<file path="config.mk">
export PLATFORM = sky130hd
export DESIGN_NAME = prv32_alu_ctrl_stage
export DESIGN_NICKNAME = d
export VERILOG_FILES = /design/src/rtl/prv32_alu_ctrl_stage.sv
export SDC_FILE = /design/constraint.sdc
export NUM_CORES = 1
export LEC_CHECK = 0
export CAP_MARGIN = 0
export CORE_MARGIN = 2
export CORE_UTILIZATION = 43
export DETAILED_ROUTE_END_ITERATION = 16
export PLACE_DENSITY = 0.87
export REMOVE_ABC_BUFFERS = 1
export SLEW_MARGIN = 5
export SYNTH_ARGS = -nofsm -noshare
export SYNTH_HDL_FRONTEND = slang
export SYNTH_SLANG_ARGS = --single-unit
</file>
<file path="constraint.sdc">
create_clock -name clk -period 2 [get_ports clk]
set_input_delay 0.3 -clock clk [delete_from_list [all_inputs] [get_ports clk]]
set_output_delay 0.3 -clock clk [all_outputs]
set_load 0.01 [all_outputs]
</file>
<file path="src/rtl/prv32_alu_ctrl_stage.sv">
// prv32 ALU control stage: decodes opcode/funct fields into an ALU
// function and operands, registered into the ID/EX boundary.
`ifndef ALU_ADD
`define ALU_ADD  4'b0000
`define ALU_SUB  4'b0001
`define ALU_PASS 4'b0011
`define ALU_OR   4'b0100
`define ALU_AND  4'b0101
`define ALU_XOR  4'b0111
`define ALU_SRL  4'b1000
`define ALU_SLL  4'b1001
`define ALU_SRA  4'b1010
`define ALU_SLT  4'b1101
`define ALU_SLTU 4'b1111
`endif

module prv32_alu_ctrl_stage #(
    parameter int               XLEN     = 32,
    parameter logic [XLEN-1:0]  PC_RESET = '0
) (
    input  logic            clk,
    input  logic            rst,
    input  logic            id_valid,
    input  logic [6:0]      id_opcode,
    input  logic [2:0]      id_funct3,
    input  logic [6:0]      id_funct7,
    input  logic [XLEN-1:0] id_rs1,
    input  logic [XLEN-1:0] id_rs2,
    input  logic [XLEN-1:0] id_imm,
    input  logic [XLEN-1:0] id_pc,
    input  logic            stall,
    input  logic            flush,
    output logic            ex_valid,
    output logic [3:0]      ex_alufn,
    output logic [XLEN-1:0] ex_a,
    output logic [XLEN-1:0] ex_b,
    output logic [4:0]      ex_shamt,
    output logic [XLEN-1:0] ex_pc,
    output logic            ex_illegal
);

    localparam logic [6:0] OP_R     = 7'b0110011;
    localparam logic [6:0] OP_I     = 7'b0010011;
    localparam logic [6:0] OP_LUI   = 7'b0110111;
    localparam logic [6:0] OP_AUIPC = 7'b0010111;
    localparam logic [6:0] OP_LOAD  = 7'b0000011;
    localparam logic [6:0] OP_STORE = 7'b0100011;
    localparam logic [6:0] OP_JALR  = 7'b1100111;
    localparam logic [6:0] OP_BR    = 7'b1100011;
    localparam logic [6:0] OP_JAL   = 7'b1101111;

    function automatic logic [3:0] f3_alufn(
        input logic [2:0] f3,
        input logic       alt,
        input logic       is_r
    );
        logic [3:0] fn;
        unique case (f3)
            3'b000:  fn = (alt && is_r) ? `ALU_SUB : `ALU_ADD;
            3'b001:  fn = `ALU_SLL;
            3'b010:  fn = `ALU_SLT;
            3'b011:  fn = `ALU_SLTU;
            3'b100:  fn = `ALU_XOR;
            3'b101:  fn = alt ? `ALU_SRA : `ALU_SRL;
            3'b110:  fn = `ALU_OR;
            default: fn = `ALU_AND;
        endcase
        return fn;
    endfunction

    logic            w_f7_zero;
    logic            w_f7_alt;
    logic            w_is_shift;
    logic [3:0]      w_alufn;
    logic [XLEN-1:0] w_a;
    logic [XLEN-1:0] w_b;
    logic [4:0]      w_shamt;
    logic            w_ill;

    assign w_f7_zero  = (id_funct7 == 7'b0000000);
    assign w_f7_alt   = (id_funct7 == 7'b0100000);
    assign w_is_shift = (id_funct3 == 3'b001) || (id_funct3 == 3'b101);

    // Illegal encodings fall through the defaults: ADD, a=rs1, b=0.
    always_comb begin
        w_alufn = `ALU_ADD;
        w_a     = id_rs1;
        w_b     = '0;
        w_shamt = '0;
        w_ill   = 1'b0;
        unique case (id_opcode)
            OP_R: begin
                if (!(w_f7_zero || w_f7_alt) ||
                    (w_f7_alt && id_funct3 != 3'b000 && id_funct3 != 3'b101)) begin
                    w_ill = 1'b1;
                end else begin
                    w_alufn = f3_alufn(id_funct3, w_f7_alt, 1'b1);
                    w_b     = id_rs2;
                    if (w_is_shift) w_shamt = id_rs2[4:0];
                end
            end
            OP_I: begin
                if ((id_funct3 == 3'b001 && !w_f7_zero) ||
                    (id_funct3 == 3'b101 && !(w_f7_zero || w_f7_alt))) begin
                    w_ill = 1'b1;
                end else begin
                    w_alufn = f3_alufn(id_funct3, w_f7_alt, 1'b0);
                    w_b     = id_imm;
                    if (w_is_shift) w_shamt = id_imm[4:0];
                end
            end
            OP_LUI: begin
                w_alufn = `ALU_PASS;
                w_a     = '0;
                w_b     = id_imm;
            end
            OP_AUIPC, OP_JAL: begin
                w_a = id_pc;
                w_b = id_imm;
            end
            OP_LOAD, OP_STORE, OP_JALR: begin
                w_b = id_imm;
            end
            OP_BR: begin
                w_alufn = `ALU_SUB;
                w_b     = id_rs2;
            end
            default: w_ill = 1'b1;
        endcase
    end

    logic            r_valid;
    logic [3:0]      r_alufn;
    logic [XLEN-1:0] r_a;
    logic [XLEN-1:0] r_b;
    logic [4:0]      r_shamt;
    logic [XLEN-1:0] r_pc;
    logic            r_ill;

    // Flush beats stall; a non-valid decode slot loads the same bubble.
    always_ff @(posedge clk or negedge rst) begin
        if (!rst) begin
            r_valid <= 1'b0;
            r_alufn <= `ALU_ADD;
            r_a     <= '0;
            r_b     <= '0;
            r_shamt <= '0;
            r_pc    <= PC_RESET;
            r_ill   <= 1'b0;
        end else if (flush || (!stall && !id_valid)) begin
            r_valid <= 1'b0;
            r_alufn <= `ALU_ADD;
            r_a     <= '0;
            r_b     <= '0;
            r_shamt <= '0;
            r_pc    <= id_pc;
            r_ill   <= 1'b0;
        end else if (!stall) begin
            r_valid <= 1'b1;
            r_alufn <= w_alufn;
            r_a     <= w_a;
            r_b     <= w_b;
            r_shamt <= w_shamt;
            r_pc    <= id_pc;
            r_ill   <= w_ill;
        end
    end

    assign ex_valid   = r_valid;
    assign ex_alufn   = r_alufn;
    assign ex_a       = r_a;
    assign ex_b       = r_b;
    assign ex_shamt   = r_shamt;
    assign ex_pc      = r_pc;
    assign ex_illegal = r_ill;

endmodule

</file>
==> results.sh <==
export IMPL_status="finished, final reports clean"
export IMPL_diodes=0
export IMPL_postCtsSetupBuffers=0
export IMPL_finalCritPeriodShare_pct=92.15
export IMPL_internal_power_mw=3.420
export IMPL_p_per_area_nw_per_um2=568.6
export IMPL_wl_per_cell_um=17.69
export IMPL_tightest_slew_ps=513.3
export IMPL_arrival_ps=2120
export IMPL_htreeDepth=3
export IMPL_reg2reg_depth=1
export IMPL_place_hpwl_um=11430
export IMPL_drive_gt1_share_pct=12.05
export IMPL_ant_nets=0
export IMPL_dr_pass1_iters=9
export IMPL_cts_sinks=107
export IMPL_row_count=38
export IMPL_grt_overflow=0
export IMPL_ys_types=41
export IMPL_hold_viol=0
export IMPL_clock_skew_ps=0
export IMPL_antenna_found_initial=0
export IMPL_numCtsBuffers=9
export IMPL_nets=867
export IMPL_drtIter0Drc=252
export IMPL_clockPowerShare_pct=29.3
export IMPL_ys_ff_latch=107
export IMPL_fmax_ghz=0.5426
export IMPL_yosysTopAreaCell="dfrtp_1"
export IMPL_synth_area_per_cell_um2=10.66
export IMPL_grt_max_degree=38
export IMPL_start_kind="primary input"
export IMPL_yosysSeqAreaShare_pct=55.80
export IMPL_cts_path_max_buffers=2
export IMPL_route_vias_total=4711
export IMPL_clockRootBuffer="clkbuf_8"
export IMPL_p_seq_share_pct=50.6
export IMPL_yosysTopAreaCellShare_pct=55.80
export IMPL_rsz0062_at_grt="no"
export IMPL_finalMaxSlewViolations=0
export IMPL_synth_main_ff_cell="dfrtp_1"
export IMPL_yosysMostFrequentCell="dfrtp_1"
export IMPL_die_h_um=109.6
export IMPL_floorplan_initialDensity_pct=44.26
export IMPL_routabilityCongestion=0.9171
export IMPL_crit_required_ps=2270
export IMPL_finalSetupViolCount=0
export IMPL_combPwrFrac_pct=20.1
export IMPL_core_area_um2=10840
export IMPL_synth_edf_count=0
export IMPL_grt_usage_pct=25.25
export IMPL_post_cts_resized=0
export IMPL_areaGrowthSynthToFinish_pct=65.84
export IMPL_clkTransAtPathRegs_ps=100
export IMPL_maxCapViolCount=0
export IMPL_crit_type="primary input to flop"
export IMPL_path_max_fanout=32
export IMPL_async_flop_share_pct=100.0
export IMPL_syn_area_um2=4798
export IMPL_finalCriticalPeriod_ps=1843
export IMPL_synth_area_leaders="dfrtp_1 (56%), a22oi_1 (11%), mux2_2 (7.5%)"
export IMPL_drt_total_wl_um=15250
export IMPL_io_buffers=256
export IMPL_netlist_instances=450
export IMPL_cts_tree="built"
export IMPL_final_setup_tns_ps=0
export IMPL_yosys_top_cells_count="dfrtp_1 (107), nand2_1 (83), a22oi_1 (69)"
export IMPL_vdd_drop_max_mv=0.3960
export IMPL_vias_per_cell=5.465
export IMPL_grt_first_pass_wirelength_um=23460
export IMPL_min_path_type="primary input to asynchronous set/reset pin"
export IMPL_io_pins=257
export IMPL_clk_latency_ps=350
export IMPL_die_area_um2=12020
export IMPL_drc=0
export IMPL_switching_share_pct=24.41
export IMPL_cp_end_kind="flop"
export IMPL_synth_warnings=0
export IMPL_p_leak_nw=3.207
export IMPL_power_switching_mw=1.104
export IMPL_slew_headroom_pct=65.78
export IMPL_die_w_um=109.6
export IMPL_grt_pass1_vias=4825
export IMPL_r2r_slack_ps=1190
export IMPL_total_power_mw=4.525
## logic make-up (layout without fill, tap and decap cells)
logic type      count (synthesis)  count (layout)  share of synthesized area (%)
simple gates                  115             115                          11.13
compound gates                156             156                          21.17
xor+xnor                        2               2                         0.3651
mux                            33              33                          7.718
flops                         107             107                          55.80
buf+inv                        37             309                          3.807
## path summary, 6_finish.rpt
kind | startpoint | end
setup / recovery | id_opcode[4] | ex_b[5]
hold / removal | rst | ex_shamt[0]
setup reg to reg | ex_pc[5] | ex_pc[5]
hold reg to reg | ex_a[7] | ex_a[7]
max in group asynchronous | rst | ex_b[30]
min in group clk | ex_a[7] | ex_a[7]
## power by group through the flow
stage	registers (mW)	logic, mW	clock network, mW
4_1_cts	2.29	0.915	1.36
6_report	2.29	0.909	1.33
2_1_floorplan	2.37	0.209	0
3_3_place_gp	2.33	0.892	0
5_1_grt	2.30	0.980	1.45
3_5_place_dp	2.33	0.910	0
## final cells by class
class                      instances  area, um2
multi-input combinational        306       1956
sequential                       107       2678
tap                              140      175.2
timing repair buffer             290       2943
fill                             770       2883
clock buffer                      12      145.1
inverter                           3      11.26
clock inverter                     4      50.05
## registers in the layout (all words and copies together), names as in the netlist
signal,count
ex_a,32
ex_alufn,4
ex_b,32
ex_illegal,1
ex_pc,32
ex_shamt,5
ex_valid,1
## cell usage in the layout (no fill, tap or decap), drive strengths merged, types with 4 or more instances in the layout
cell	count
o21ai	69
buf	34
nor2b	5
mux2	32
a21oi	4
dfrtp	107
nor2	7
clkbuf	12
nand2	83
a22oi	69
clkdlybuf4s50	255
## metrics by stage
| stage | area (um2) | std cells | util [%] | hold WS (ps) | worst slack [ps] |
|---|---|---|---|---|---|
| 2_1_floorplan | 4627 | 416 | - | 4.409 | -2784 |
| 3_3_place_gp | 7752 | 845 | 71.51 | 291.9 | -138.2 |
| 3_5_place_dp | 7752 | 845 | 71.51 | 299.8 | -188.0 |
| 4_1_cts | 7958 | 862 | 73.41 | 444.2 | 167.5 |
| 5_1_grt | 7958 | 862 | 73.41 | 463.4 | 17.39 |
| 6_report | 7958 | 862 | 73.41 | 435.5 | 157.0 |
## critical path, stage by stage
cell and delay (ps):
clkdlybuf4s50_1 560, nor3b_1 330, buf_4 180, nand4_1 100, o21ai_2 180, buf_12 200
a22oi_1 80, o21ai_0 170
## routing by layer
metal	up-vias	GRT usage [%]	routed length [um]
li1	2167	-	-
met1	2274	28.69	5640
met2	240	45.15	7795
met3	30	6.698	1433
met4	0	9.765	382
met5	-	0	0
## repair_timing
action                     4_1_cts  5_1_grt
setup endpoints to repair        0        0
hold buffers                     1        0
hold endpoints to repair        34        0
No activity file was read; power rests on OpenSTA's default activity.
